$ cat config.mk
export PLATFORM = sky130hd
export DESIGN_NAME = load_store_unit
export DESIGN_NICKNAME = d
export VERILOG_FILES = /design/src/rtl/load_store_unit.sv
export SDC_FILE = /design/constraint.sdc
export NUM_CORES = 1
export LEC_CHECK = 0
export ABC_AREA = 1
export CAP_MARGIN = 0
export CORE_UTILIZATION = 25
export DETAILED_ROUTE_END_ITERATION = 12
export HOLD_SLACK_MARGIN = 0.02
export SLEW_MARGIN = 20
export SYNTH_ARGS = -nofsm -noshare
export SYNTH_HDL_FRONTEND = slang
export SYNTH_SLANG_ARGS = --single-unit
$ cat constraint.sdc
create_clock -name clk_i -period 1.5 [get_ports clk_i]
set_input_delay 0.45 -clock clk_i [delete_from_list [all_inputs] [get_ports clk_i]]
set_output_delay 0.45 -clock clk_i [all_outputs]
set_load 0.03 [all_outputs]
$ cat src/rtl/load_store_unit.sv
// load_store_unit
// Memory-access stage: takes one decoded load/store request, runs a single
// word-aligned req/ack transaction on the data-memory bus and returns the
// sign/zero-extended load result with a one-cycle completion pulse.
// Misaligned, illegal-funct3 and timed-out accesses complete as faults.
//
// Ports
//   clk_i, rst_n_i          clock, asynchronous active-low reset
//   req_valid_i/req_ready_o decoded access present / unit idle
//   mem_write_enable_i      store, mem_read_enable_i load
//   funct3_i, addr_i        access size/sign, byte address
//   store_data_i            rs2 value
//   resp_valid_o            completion pulse with load_data_o/fault_o/fault_cause_o
//   stall_o                 hold fetch/decode (combinational)
//   dmem_*                  data-memory bus (req/we/addr/be/wdata out, rdata/ack in)
module load_store_unit #(
  parameter int unsigned TIMEOUT_CYCLES = 255
) (
  input  logic        clk_i,
  input  logic        rst_n_i,
  input  logic        req_valid_i,
  output logic        req_ready_o,
  input  logic        mem_write_enable_i,
  input  logic        mem_read_enable_i,
  input  logic [2:0]  funct3_i,
  input  logic [31:0] addr_i,
  input  logic [31:0] store_data_i,
  output logic        resp_valid_o,
  output logic [31:0] load_data_o,
  output logic        fault_o,
  output logic [1:0]  fault_cause_o,
  output logic        stall_o,
  output logic        dmem_req_o,
  output logic        dmem_we_o,
  output logic [31:0] dmem_addr_o,
  output logic [3:0]  dmem_be_o,
  output logic [31:0] dmem_wdata_o,
  input  logic [31:0] dmem_rdata_i,
  input  logic        dmem_ack_i
);

  localparam logic [1:0] ST_IDLE = 2'd0;
  localparam logic [1:0] ST_REQ  = 2'd1;
  localparam logic [1:0] ST_RESP = 2'd2;

  localparam logic [7:0] TIMEOUT_C = TIMEOUT_CYCLES[7:0];

  logic [1:0]  state_r;
  logic [7:0]  cnt_r;
  logic [1:0]  off_r;
  logic [2:0]  f3_r;
  logic        req_r;
  logic        we_r;
  logic [31:0] addr_r;
  logic [3:0]  be_r;
  logic [31:0] wdata_r;
  logic        resp_valid_r;
  logic        fault_r;
  logic [1:0]  cause_r;
  logic [31:0] load_data_r;

  logic        accept_s;
  logic        illegal_s;
  logic        misaligned_s;
  logic [3:0]  be_s;
  logic [31:0] wdata_s;

  // Pick the addressed byte/half out of the bus word and extend it per funct3.
  function automatic logic [31:0] extract_load(input logic [2:0]  f3,
                                               input logic [1:0]  off,
                                               input logic [31:0] rdata);
    logic [7:0]  b;
    logic [15:0] h;
    case (off)
      2'd0:    b = rdata[7:0];
      2'd1:    b = rdata[15:8];
      2'd2:    b = rdata[23:16];
      2'd3:    b = rdata[31:24];
      default: b = 8'h00;
    endcase
    h = off[1] ? rdata[31:16] : rdata[15:0];
    case (f3)
      3'b000:  extract_load = {{24{b[7]}}, b};
      3'b001:  extract_load = {{16{h[15]}}, h};
      3'b010:  extract_load = rdata;
      3'b100:  extract_load = {24'h000000, b};
      3'b101:  extract_load = {16'h0000, h};
      default: extract_load = 32'h0000_0000;
    endcase
  endfunction

  // Request decode: accept, fault classification and store lane steering.
  always_comb begin
    accept_s = (state_r == ST_IDLE) && req_valid_i &&
               (mem_write_enable_i || mem_read_enable_i);

    // Unsigned loads have no store counterpart; write enable wins when both set.
    case (funct3_i)
      3'b000, 3'b001, 3'b010: illegal_s = 1'b0;
      3'b100, 3'b101:         illegal_s = mem_write_enable_i;
      default:                illegal_s = 1'b1;
    endcase

    case (funct3_i[1:0])
      2'b00: begin
        misaligned_s = 1'b0;
        be_s         = 4'b0001 << addr_i[1:0];
        wdata_s      = {4{store_data_i[7:0]}};
      end
      2'b01: begin
        misaligned_s = addr_i[0];
        be_s         = addr_i[1] ? 4'b1100 : 4'b0011;
        wdata_s      = {2{store_data_i[15:0]}};
      end
      2'b10: begin
        misaligned_s = (addr_i[1:0] != 2'b00);
        be_s         = 4'b1111;
        wdata_s      = store_data_i;
      end
      default: begin
        misaligned_s = 1'b0;
        be_s         = 4'b0000;
        wdata_s      = 32'h0000_0000;
      end
    endcase

    if (!mem_write_enable_i) begin
      wdata_s = 32'h0000_0000;
    end else begin
      wdata_s = wdata_s;
    end
  end

  // Transaction FSM and all registered outputs.
  always_ff @(posedge clk_i or negedge rst_n_i) begin
    if (!rst_n_i) begin
      state_r      <= ST_IDLE;
      cnt_r        <= 8'd0;
      off_r        <= 2'd0;
      f3_r         <= 3'd0;
      req_r        <= 1'b0;
      we_r         <= 1'b0;
      addr_r       <= 32'h0000_0000;
      be_r         <= 4'h0;
      wdata_r      <= 32'h0000_0000;
      resp_valid_r <= 1'b0;
      fault_r      <= 1'b0;
      cause_r      <= 2'b00;
      load_data_r  <= 32'h0000_0000;
    end else begin
      case (state_r)
        ST_IDLE: begin
          resp_valid_r <= 1'b0;
          if (accept_s) begin
            if (illegal_s || misaligned_s) begin
              // Faulting access completes without touching the bus.
              state_r      <= ST_RESP;
              resp_valid_r <= 1'b1;
              fault_r      <= 1'b1;
              cause_r      <= illegal_s ? 2'b10 : 2'b01;
              load_data_r  <= 32'h0000_0000;
            end else begin
              state_r <= ST_REQ;
              req_r   <= 1'b1;
              we_r    <= mem_write_enable_i;
              addr_r  <= {addr_i[31:2], 2'b00};
              be_r    <= be_s;
              wdata_r <= wdata_s;
              cnt_r   <= 8'd0;
              off_r   <= addr_i[1:0];
              f3_r    <= funct3_i;
            end
          end
        end
        ST_REQ: begin
          if (dmem_ack_i) begin
            state_r      <= ST_RESP;
            req_r        <= 1'b0;
            resp_valid_r <= 1'b1;
            fault_r      <= 1'b0;
            cause_r      <= 2'b00;
            load_data_r  <= we_r ? 32'h0000_0000 : extract_load(f3_r, off_r, dmem_rdata_i);
          end else if ((cnt_r + 8'd1) == TIMEOUT_C) begin
            state_r      <= ST_RESP;
            req_r        <= 1'b0;
            resp_valid_r <= 1'b1;
            fault_r      <= 1'b1;
            cause_r      <= 2'b11;
            load_data_r  <= 32'h0000_0000;
          end else begin
            cnt_r <= cnt_r + 8'd1;
          end
        end
        ST_RESP: begin
          state_r      <= ST_IDLE;
          resp_valid_r <= 1'b0;
        end
        default: begin
          state_r      <= ST_IDLE;
          req_r        <= 1'b0;
          resp_valid_r <= 1'b0;
        end
      endcase
    end
  end

  assign req_ready_o   = (state_r == ST_IDLE);
  // The core must hold in the accept cycle and for every bus wait cycle.
  assign stall_o       = accept_s || (state_r == ST_REQ);
  assign resp_valid_o  = resp_valid_r;
  assign load_data_o   = load_data_r;
  assign fault_o       = fault_r;
  assign fault_cause_o = cause_r;
  assign dmem_req_o    = req_r;
  assign dmem_we_o     = we_r;
  assign dmem_addr_o   = addr_r;
  assign dmem_be_o     = be_r;
  assign dmem_wdata_o  = wdata_r;

endmodule

# --- Word level (Yosys, flattened, before mapping) ---
# Cells that the tools add are included.
totals:
  reg_bits: 119
  latch_bits: 0
  ramBits: 0
  rom_bits: 0
  out_inout_bits: 108
  elab_cells: 103
  n_memories: 0
classes:
  n_addsub: 1
  multipliers: 0
  div_mod_pow: 0
  order_cmp: 0
  eq_ne: 22
  shift: 1
  mux: 45
  bitwise_logic: 2
  n_reduce_logical: 19
op_table:
  columns: ["operator", "count"]
  rows:
  - ["$mux 32", 6]
  - ["$pmux 32 s5", 1]
  - ["$pmux 32 s3", 1]
  - ["$pmux 32 s2", 1]
  - ["$mux 8", 4]
  - ["$pmux 8 s4", 1]
  - ["$mux 2", 9]
  - ["$mux 16", 1]
  - ["$pmux 8 s2", 1]
  - ["$eq 3x3->1 const B", 4]
  - ["$pmux 4 s3", 1]
  - ["$mux 1", 11]
  - ["$add 8x1->8 const B", 1]
  - ["$eq 2x2->1 const B", 4]
  - ["$eq 8x8->1 const B", 1]
  - ["$pmux 1 s2", 4]
  - ["$pmux 2 s2", 2]
  - ["$reduce_and 4->1", 2]
  - ["$eq 2x1->1 const B", 3]
  - ["$eq 3x1->1 const B", 2]
  - ["$eq 3x2->1 const B", 2]
  - ["$logic_not 2->1", 3]
  - ["$logic_not 3->1", 2]
  - ["$ne 2x2->1 const B", 3]
  - ["14 further kinds", 20]

# --- Longest topological paths before layout ---
depth:
  ltp_word: 7
  ltp_mapped: 14
  mapped_depth_nobuf: 13

# --- Worst setup path after synthesis ---
# Ideal clock, no wire load.
synth_path:
  path_kind: "flip-flop to flip-flop"
  from: "register state_r[1]"
  to: "register be_r[0] (netlist: dmem_be_o[0])"
  setup_time_ps: 135
  t_arrival_ps: 1809
  slack_ps: -444
  stages_incl_launch_ff: 9
  n_path_buf: 2
  synth_period_minus_slack_ps: 1944
  path_cell_list: "dfrtp_1 > nor2_1 > o211ai_2 > nor2_4 > inv_2 > buf_6 > buf_6 > nand2_1 > o31ai_1"
synth_between:
  elab_chain_cells: 4
synth_lines:
  columns: ["element", "line_no", "source"]
  rows:
  - ["start, declared", "48", "logic [1:0] state_r;"]
  - ["start signal, assigned", "137", "state_r <= ST_IDLE;"]
  - ["start signal, assigned", "157", "state_r <= ST_RESP;"]
  - ["start signal, assigned", "163", "state_r <= ST_REQ;"]
  - ["$logic_not 2->1 *", null, null]
  - ["named net req_ready_o", "22", "output logic req_ready_o,"]
  - ["$logic_and 1x1->1 (2 in a row)", "94", "accept_s = (state_r == ST_IDLE) && req_valid_i &&"]
  - ["$reduce_and 3->1 (no source line) *", null, null]
  - ["end signal, assigned", "167", "be_r <= be_s;"]
  - ["end, declared", "55", "logic [3:0] be_r;"]
# Mark *: on every way through the listed nets, which the timed path passes. The rest lies on a longest branch.
# A chain may end at the register's enable or synchronous reset.

# --- Worst setup path after layout ---
layout_path:
  from: "register cnt_r[1]"
  to: "register load_data_r[5] (netlist: load_data_o[5])"
layout_between:
  elab_chain_cells: 4
layout_lines:
  columns: ["element", "line_no", "source"]
  rows:
  - ["start, declared", "49", "logic [7:0] cnt_r;"]
  - ["start signal, assigned", "191", "cnt_r <= cnt_r + 8'd1;"]
  - ["$add 8x1->8", "183", "end else if ((cnt_r + 8'd1) == TIMEOUT_C) begin"]
  - ["$eq 8x8->1", "183", null]
  - ["$ne 3x3->1 (no source line)", null, null]
  - ["$reduce_and 4->1 (no source line)", null, null]
  - ["end signal, assigned", "182", "load_data_r <= we_r ? 32'h0000_0000 : extract_load(f3_r, off_r, dmem_rdata_i);"]
  - ["end, declared", "60", "logic [31:0] load_data_r;"]
# No other way between the ends.

==> metrics.txt <==
Setup Viol. Count Final 121; port bufs 210; final hold slack 430 ps; clock tree root driver cell clkbuf_16; DR pass1 iterations 5; most frequent CP cell nand2_1; WL per Instance 16.1 um; period utilization 1.23; YS warnings 0; fin util 0.481; setup TNS -31260 ps; library cells used by synthesis 33; CP max FO 8; DR vias 6510; Std-Cell Rows 56; share of layout cells above drive strength 1 0.446; #FFs+latches synth 119; post-synthesis sequential area ratio 0.494; gr ovfl total 0; Worst Path Required 1790 ps; cts bufs inserted 17; # DRC 0; gpl congestion 0.863; remaining antenna violation count 0; leading area contributor after synthesis dfrtp_1; final number of hold-violating endpoints 0; post-synth top area share 0.494; slowest cell on the critical path dfrtp_1; Die W 157 um; Via density 4.56; antenna violations before repair 1; status complete, but fails checks; Nets 1207; htree depth 4; vias in the first global route 6516; crit-path max cell delay 380 ps; ranking of synthesized cells by area dfrtp_1 49%, nand2_1 22%, o21ai_0 6.0%, inv_1 2.3%, nand3_1 2.1%; RSZ-0062 raised after global routing yes; initial DRC count 240; r2r setup slk -340 ps; dpl cells 1354; Die Height 157 um; # diodes 0; first-pass GRT wire length 34.9 mm; WL final 23.0 mm; Syn Area/Cell 7.69 um^2; met3 usage in global routing 0.0551; final cell count without fillers 1428; CP Class register to register; total power 18.0 mW; Power Density 1590 mW/mm^2; Final Max Slew Viols 0; failing checks negative setup slack; clock slew at reported path FFs 60 ps; final setup margin -342 ps; final setup skew 15.3 ps; clk buf depth 2; largest net degree at the start of global routing 50; relative slew slack 0.589; core area 0.0235 mm^2; Tot GR Track Use 0.184; Post-Syn Area 0.00603 mm^2; clk sink count 119; clk_lat worst skew 410 ps; final instance area 0.0113 mm^2; Hold Path Class input pin to register; Slew @ Worst Pin 614 ps; Worst EP arrival 2130 ps; FMAX 0.543 GHz; Static Leak 5.57 nW; critical-path cell list ha_2 > nand2_2 > nor2_2 > nand2_1 > nand2_1 > nand2_2 > nor2_2 > nand3_2 > nand2_4 > nand2_8 > clkbuf_16 > nand2_4 > nand2_1; Worst Path Buf+Inv 1; GRT busiest layer met2; TritonCTS clock tree yes; Ports 213; final worst path period need 1840 ps; DP Worst Slack -983 ps; delay-heaviest family, CP simple AND/OR/NAND/NOR gates; routing usage on met1 0.228; Area Overhead vs Synth 87.8%; Max-Cap Viols 0; die area 0.0248 mm^2; Peak VDD IR 0.925 mV; Syn Inst Count 785; Crit. End Element register; Initial Utilization 0.256; Placed Area 0.00921 mm^2; grt met2 use 0.313; DP Wirelength 15.2 mm; crit path launch type register
==> cell usage after synthesis, drive strengths merged <==
master,instances
a21oi,3
a22oi,8
a31oi,4
buf,25
clkbuf,15
clkinv,2
conb,1
dfrtp,119
ha,6
inv,43
nand2,367
nand3,25
nor2,36
o2111ai,7
o211ai,1
o21a,1
o21ai,101
o221ai,2
o22ai,6
o31ai,4
or2,7
xor2,2
==> cell usage in the layout, fill, tap and decap left out, drive strengths merged, types with 7 or more instances in the layout <==
master         count
or2                7
o21ai            101
clkdlybuf4s50     99
clkinv             9
nand2            368
buf              224
nand3             25
a22oi              8
dfrtp            119
o2111ai            7
clkbuf            21
nor2              36
inv               47
==> repair_timing <==
item / CTS / global route
buffers inserted: 21 / 10
gates cloned: 15 / 3
hold buffers: 1 / 0
endpoints found under the setup margin: 168 / 124
endpoints found under the hold margin: 10 / 0
resized for setup: 413 / 209
pin swaps: 41 / 33
==> power breakdown <==
group	internal [mW]	switching, mW	leakage [nW]
sequential	4.21	1.00	1.56
combinational	3.95	4.90	3.73
clock	2.32	1.63	0.277
total	10.5	7.54	5.57
==> kinds of logic after synthesis <==
| kind of cell | count (synthesis) | share of synthesized area |
|---|---|---|
| AND/OR/NAND/NOR | 435 | 0.287 |
| XOR/XNOR | 2 | 0.00290 |
| adder cells (fa/ha/maj) | 6 | 0.0124 |
| flip-flops | 119 | 0.494 |
| buffers and inverters | 85 | 0.0707 |
| other | 1 | 0.000622 |
| AO/OA/AOI/OAI | 137 | 0.132 |
==> path summary, 6_finish.rpt <==
kind                                              from                            to  cells past startpoint
hold reg to reg            load_data_o[29]$_DFFE_PN0P_   load_data_o[29]$_DFFE_PN0P_                      2
setup / recovery                  cnt_r[1]$_DFFE_PN0P_    load_data_o[5]$_DFFE_PN0P_                     13
setup reg to reg                  cnt_r[1]$_DFFE_PN0P_    load_data_o[5]$_DFFE_PN0P_                     13
hold / removal                             funct3_i[1]           f3_r[1]$_DFFE_PN0P_                      4
min in group asynchronous                      rst_n_i    load_data_o[0]$_DFFE_PN0P_                      2
max in group asynchronous                      rst_n_i  dmem_wdata_o[28]$_DFFE_PN0P_                      3
==> registers in the layout, indices dropped and copies added (netlist names) <==
| signal | cells |
|---|---|
| dmem_req_o | 1 |
| off_r | 2 |
| fault_cause_o | 2 |
| cnt_r | 8 |
| dmem_wdata_o | 32 |
| fault_o | 1 |
| dmem_addr_o | 30 |
| f3_r | 3 |
| dmem_we_o | 1 |
| load_data_o | 32 |
| resp_valid_o | 1 |
| state_r | 2 |
| dmem_be_o | 4 |
==> tightest hold or removal path: stages <==
cell,delay [ps]
buf_4,100
buf_4,140
nand2_2,50
o21ai_1,60
==> layer usage <==
layer / vias to the layer above / share of wire
met2: 222 / 0.50
met3: 28 / 0.069
li1: 3144 / -
met1: 3114 / 0.42
met5: - / 0.00074
met4: 2 / 0.013
==> cell type report <==
type | count | area, um^2
clock buffers | 17 | 425
clock inverters | 15 | 145
fillers | 2294 | 12200
inverters | 45 | 206
multi-input cells | 583 | 3560
flip-flops and latches | 119 | 2990
well taps | 319 | 399
repair buffers | 330 | 3600
Note: power is estimated with default switching activity, not from simulation.
==> edit 1 (same settings) <==
Set the parameter `TIMEOUT_CYCLES` to 191 (it was 255).
--- a/src/rtl/load_store_unit.sv
+++ b/src/rtl/load_store_unit.sv
@@ -14,7 +14,7 @@
 //   stall_o                 hold fetch/decode (combinational)
 //   dmem_*                  data-memory bus (req/we/addr/be/wdata out, rdata/ack in)
 module load_store_unit #(
-  parameter int unsigned TIMEOUT_CYCLES = 255
+  parameter int unsigned TIMEOUT_CYCLES = 191
 ) (
   input  logic        clk_i,
   input  logic        rst_n_i,
Check against the original RTL: same outputs for any inputs over 4 cycles, from zero or initial values and one cycle with rst_n_i low; that may be too few to reach the edited logic, so the function may still have changed.
==> edit 1 against the original RTL <==
The flow still finishes with violations (setup timing); synthesized area is 1.5% higher; setup slack better by 0.033 ns; routed wire length is 0.66% lower; non-clock buffer count is 5 higher; via count is 0.61% higher; sequential cell count stayed put; global-route usage is 0.31 points higher; final cell count is 0.63% higher; sequential share of layout area is 0.087 points lower; power is 2.2% higher; design area is 0.12% higher.
==> edit 1: results (changes against the original RTL) <==
Pwr
  – Maximum VDD drop: 0.863 mV (-6.7%)

Global route
  – Total track usage: 18.8% (+0.31 points)
  – Routing usage on met1: 23.3% (+0.47 points)
  – Largest net degree at the start of global routing: 82 (+64%)
  – Initial antenna violation count: 3 (+2)

Clock tree
  – Post_cts resized: 422 (+2.2%)
  – Postcts setup bufs: 32 (+52%)

Status
  – Status: complete, but fails checks
  – Failing checks: setup timing

Timing
  – Max_slew headroom: 62.9% (+4.0 points)
  – Final worst slack: -0.309 ns (+0.0328 ns)
  – TNS Setup: -26.29 ns (+4.97 ns)
  – Skew final: 0.00740 ns (-0.00790 ns)
  – # setup viols final: 121 (unchanged)

Routing
  – WL met2: 11000 um (-4.3%)
  – Metal-1 WL: 9610 um (-0.48%)
  – Wire per inst: 15.9 um (-1.3%)
  – Starting DRC count in detailed routing: 300 (+25%)

Placement
  – Placement Cell Area: 9210 um2 (about the same)
  – Setup WS pre-CTS: -0.975 ns (+0.00831 ns)
  – Inst Count DP: 1346 (-0.59%)

Critical path
  – Data arrival time of the worst path: 2.11 ns (-0.02 ns)
  – Worst path max stage delay: 0.41 ns (+0.03 ns)

Yosys
  – Distinct cells, synth: 39 (+18%)
  – Cells after synthesis: 784 (-0.13%)
  – Synth top cells by count: nand2_1 (345), dfrtp_1 (119), o21ai_0 (76), inv_1 (36), nor2_1 (26)

Finish
  – Total Nets Final: 1214 (+0.58%)
==> edit 1: power groups by stage <==
stage,Combinational (mW),Sequential [mW],Clock [mW]
floorplan,2.37,6.53,0
global placement,7.75,5.01,0
detailed placement,7.83,4.99,0
CTS,8.56,5.07,4.24
global route,9.65,5.35,4.36
finish,9.01,5.23,4.16
==> edit 1: kinds of logic after synthesis <==
group | Yosys count | share of synthesized area [%]
AO/OA/AOI/OAI | 138 | 13.3
adder cells (fa/ha/maj) | 6 | 1.23
AND/OR/NAND/NOR | 434 | 29.4
buffers and inverters | 84 | 7.07
other | 1 | 0.0612
flip-flops | 119 | 48.6
XOR/XNOR | 2 | 0.286
==> edit 1: final timing paths <==
| path | end | slack (ns) | cells past startpoint |
|---|---|---|---|
| setup / recovery | load_data_o[24]$_DFFE_PN0P_ | -0.31 | 13 |
| hold / removal | load_data_o[5]$_DFFE_PN0P_ | 0.06 | 2 |
| setup reg to reg | load_data_o[24]$_DFFE_PN0P_ | -0.31 | 13 |
| hold reg to reg | load_data_o[22]$_DFFE_PN0P_ | 0.47 | 2 |
| max in group asynchronous | dmem_addr_o[29]$_DFFE_PN0P_ | 1.02 | 2 |
| min in group clk_i | f3_r[0]$_DFFE_PN0P_ | 0.40 | 4 |
==> edit 1: final cells by class <==
cell class / instances / area, um2 / share of cell area (%)
clock buffers: 19 / 453 / 3.99
well taps: 319 / 399 / 3.52
repair inverters: 2 / 36.3 / 0.320
inverters: 45 / 186 / 1.64
repair buffers: 335 / 3640 / 32.0
multi-input cells: 583 / 3500 / 30.8
diodes: 2 / 5.00 / 0.0441
clock inverters: 13 / 145 / 1.28
flip-flops and latches: 119 / 2990 / 26.3
==> edit 2 (same flow settings) <==
Made on the original files. Make the reset (`rst_n_i`) synchronous in one clocked block. Comments in the files are not updated.
--- a/src/rtl/load_store_unit.sv
+++ b/src/rtl/load_store_unit.sv
@@ -132,7 +132,7 @@
   end
 
   // Transaction FSM and all registered outputs.
-  always_ff @(posedge clk_i or negedge rst_n_i) begin
+  always_ff @(posedge clk_i) begin
     if (!rst_n_i) begin
       state_r      <= ST_IDLE;
       cnt_r        <= 8'd0;
Check against the original RTL: differs if rst_n_i is asserted again (counterexample within 4 cycles, from zero or initial values and one cycle with rst_n_i low); with rst_n_i held inactive, the same outputs for 4 cycles.
==> edit 2 against the original RTL <==
The run still ends with setup timing left; final cell count increased by 3.4%; utilization decreased by 0.50 points; design area decreased by 4.0%; setup slack improved by 0.026 ns; clock skew decreased by 0.0070 ns; count of clock-buffer cells in the layout increased by 2; sequential cell count unchanged; synthesized area decreased by 2.8%; routed wire length increased by 5.1%; synthesized cell count increased by 6.6%.
Power is not compared: it rests on default switching activity, and its combinational part moved more than twofold at a synthesized area within 25%.
==> edit 2: results (changes against the original RTL) <==
Status
  – Status: complete, but fails checks
  – Failing checks: setup timing

Global route
  – Number of global-route vias before repair: 6849 (+5.1%)
  – Initial antenna violation count: 1 (unchanged)
  – Largest net degree at the start of global routing: 42 (-16%)
  – First-pass GRT wire length: 36600 um (+4.7%)
  – Total track usage: 19.4% (+0.92 points)

Placement
  – Post-DP HPWL: 15200 um (about the same)
  – RePlAce Congestion: 0.880 (+2.0%)
  – Setup WS pre-CTS: -1.14 ns (-0.154 ns)
  – # port buffers: 210 (unchanged)

Critical path
  – Crit-path max FO: 8 (unchanged)
  – Data arrival time of the worst path: 2.11 ns (-0.02 ns)

Clock tree
  – H-Tree Depth: 4 (unchanged)
  – Clock-pin transition on the worst setup and hold timing paths: 0.06 ns (about the same)
  – Clk buf depth: 2 (unchanged)

Routing
  – Length of the first detailed-routing pass in iterations: 4 (-1)
  – Vias: 7006 (+7.6%)
  – Overall routed net length: 24200 um (+5.1%)
  – Starting DRC count in detailed routing: 359 (+50%)

Finish
  – Layout cell share with drive strength beyond 1: 39.6% (-5.1 points)
  – Total Nets Final: 1261 (+4.5%)
  – Fillers: 2257 (-1.6%)

Timing
  – Final worst slack: -0.316 ns (+0.0256 ns)
  – # setup viols final: 121 (unchanged)
  – Skew final: 0.00830 ns (-0.00700 ns)
  – Max_slew headroom: 61.6% (+2.6 points)

Yosys
  – Ys async rst share: 0% (-100 points)
  – Synth top cells by count: nand2_1 (202), dfxtp_1 (119), nor2_1 (96), a21oi_1 (93), o21ai_0 (68)
  – Post-synthesis sequential area ratio: 40.6% (-8.7 points)
  – Distinct cells, synth: 36 (+9.1%)
  – Yosys warning count: 0 (unchanged)
  – Area contributors post-synth: dfxtp_1 (41%), nand2_1 (13%), a21oi_1 (7.9%)
  – Most used DFF post-synth: dfxtp_1

Worst hold path
  – Worst Hold Class: reg2reg

Flow run
  – Max Cap Violations: 0 (unchanged)

Pwr
  – P_leak: between 4 and 5 nW
[edit 2: logic make-up after synthesis]
logic type	count (synthesis)	synth area share, %
other cells	1	0.0639
flops	119	40.6
fa+ha+maj	6	1.28
simple gates	419	31.8
compound gates	190	17.9
buf+inv	102	8.34
[edit 2: what timing repair did]
| item | 4_1_cts | 5_1_grt |
|---|---|---|
| gates cloned | 12 | 8 |
| buffers inserted | 23 | 8 |
| endpoints found under the setup margin | 172 | 123 |
| hold buffers | 0 | 0 |
| pin swaps | 29 | 70 |
| resized for setup | 329 | 143 |
[edit 2: worst paths after layout]
kind,startpoint,end,slack (ns),depth (start not counted)
setup / recovery,cnt_r[1]$_SDFFE_PN0P_,load_data_o[3]$_SDFFE_PN0P_,-0.32,12
hold / removal,load_data_o[10]$_SDFFE_PN0P_,load_data_o[10]$_SDFFE_PN0P_,0.45,2
hold reg to reg,load_data_o[10]$_SDFFE_PN0P_,load_data_o[10]$_SDFFE_PN0P_,0.45,2
setup reg to reg,cnt_r[1]$_SDFFE_PN0P_,load_data_o[3]$_SDFFE_PN0P_,-0.32,12
[edit 2: critical path, cell delays in order, from the launching register on]
cell	delay, ns
dfxtp_4	0.36
ha_4	0.17
nand2_4	0.10
inv_2	0.05
nor2_4	0.10
nand3_2	0.09
nor2_4	0.16
nand3_4	0.11
nand2_8	0.10
buf_16	0.19
nand2_8	0.11
nand2_2	0.09
a21oi_2	0.04
[edit 2: stage by stage]
step / instances / TNS [ns] / cell area [um2]
final: 1476 / -22.50 / 10900
after global routing: 1476 / -31.85 / 10900
after floorplan: 838 / -23.55 / 6130
after CTS: 1463 / -23.60 / 10300
after detailed placement: 1397 / -121.91 / 9260
after global placement: 1397 / -116.04 / 9260
[edit 2: area by class of cell]
| class | count | share of cell area [%] |
|---|---|---|
| clock buffer | 19 | 4.16 |
| inverter | 46 | 1.89 |
| tap | 313 | 3.60 |
| sequential | 119 | 22.1 |
| timing repair buffer | 341 | 32.6 |
| timing repair inverter | 1 | 0.0805 |
| clock inverter | 13 | 1.32 |
| multi-input combinational | 624 | 34.3 |
[edit 2: report_power, final]
part / internal, mW / total (mW) / switching (mW) / leakage, nW
sequential: 3.30 / 3.42 / 0.128 / 0.971
combinational: 1.23 / 2.63 / 1.40 / 3.18
clock: 2.55 / 4.22 / 1.67 / 0.283
[edit 2: routing by layer]
| layer | GRT usage [%] | share of wire (%) |
|---|---|---|
| met1 | 24.4 | 44 |
| met2 | 31.8 | 46 |
| met3 | 5.43 | 7.5 |
| met4 | 6.40 | 2.3 |
| met5 | 0 | 0.054 |
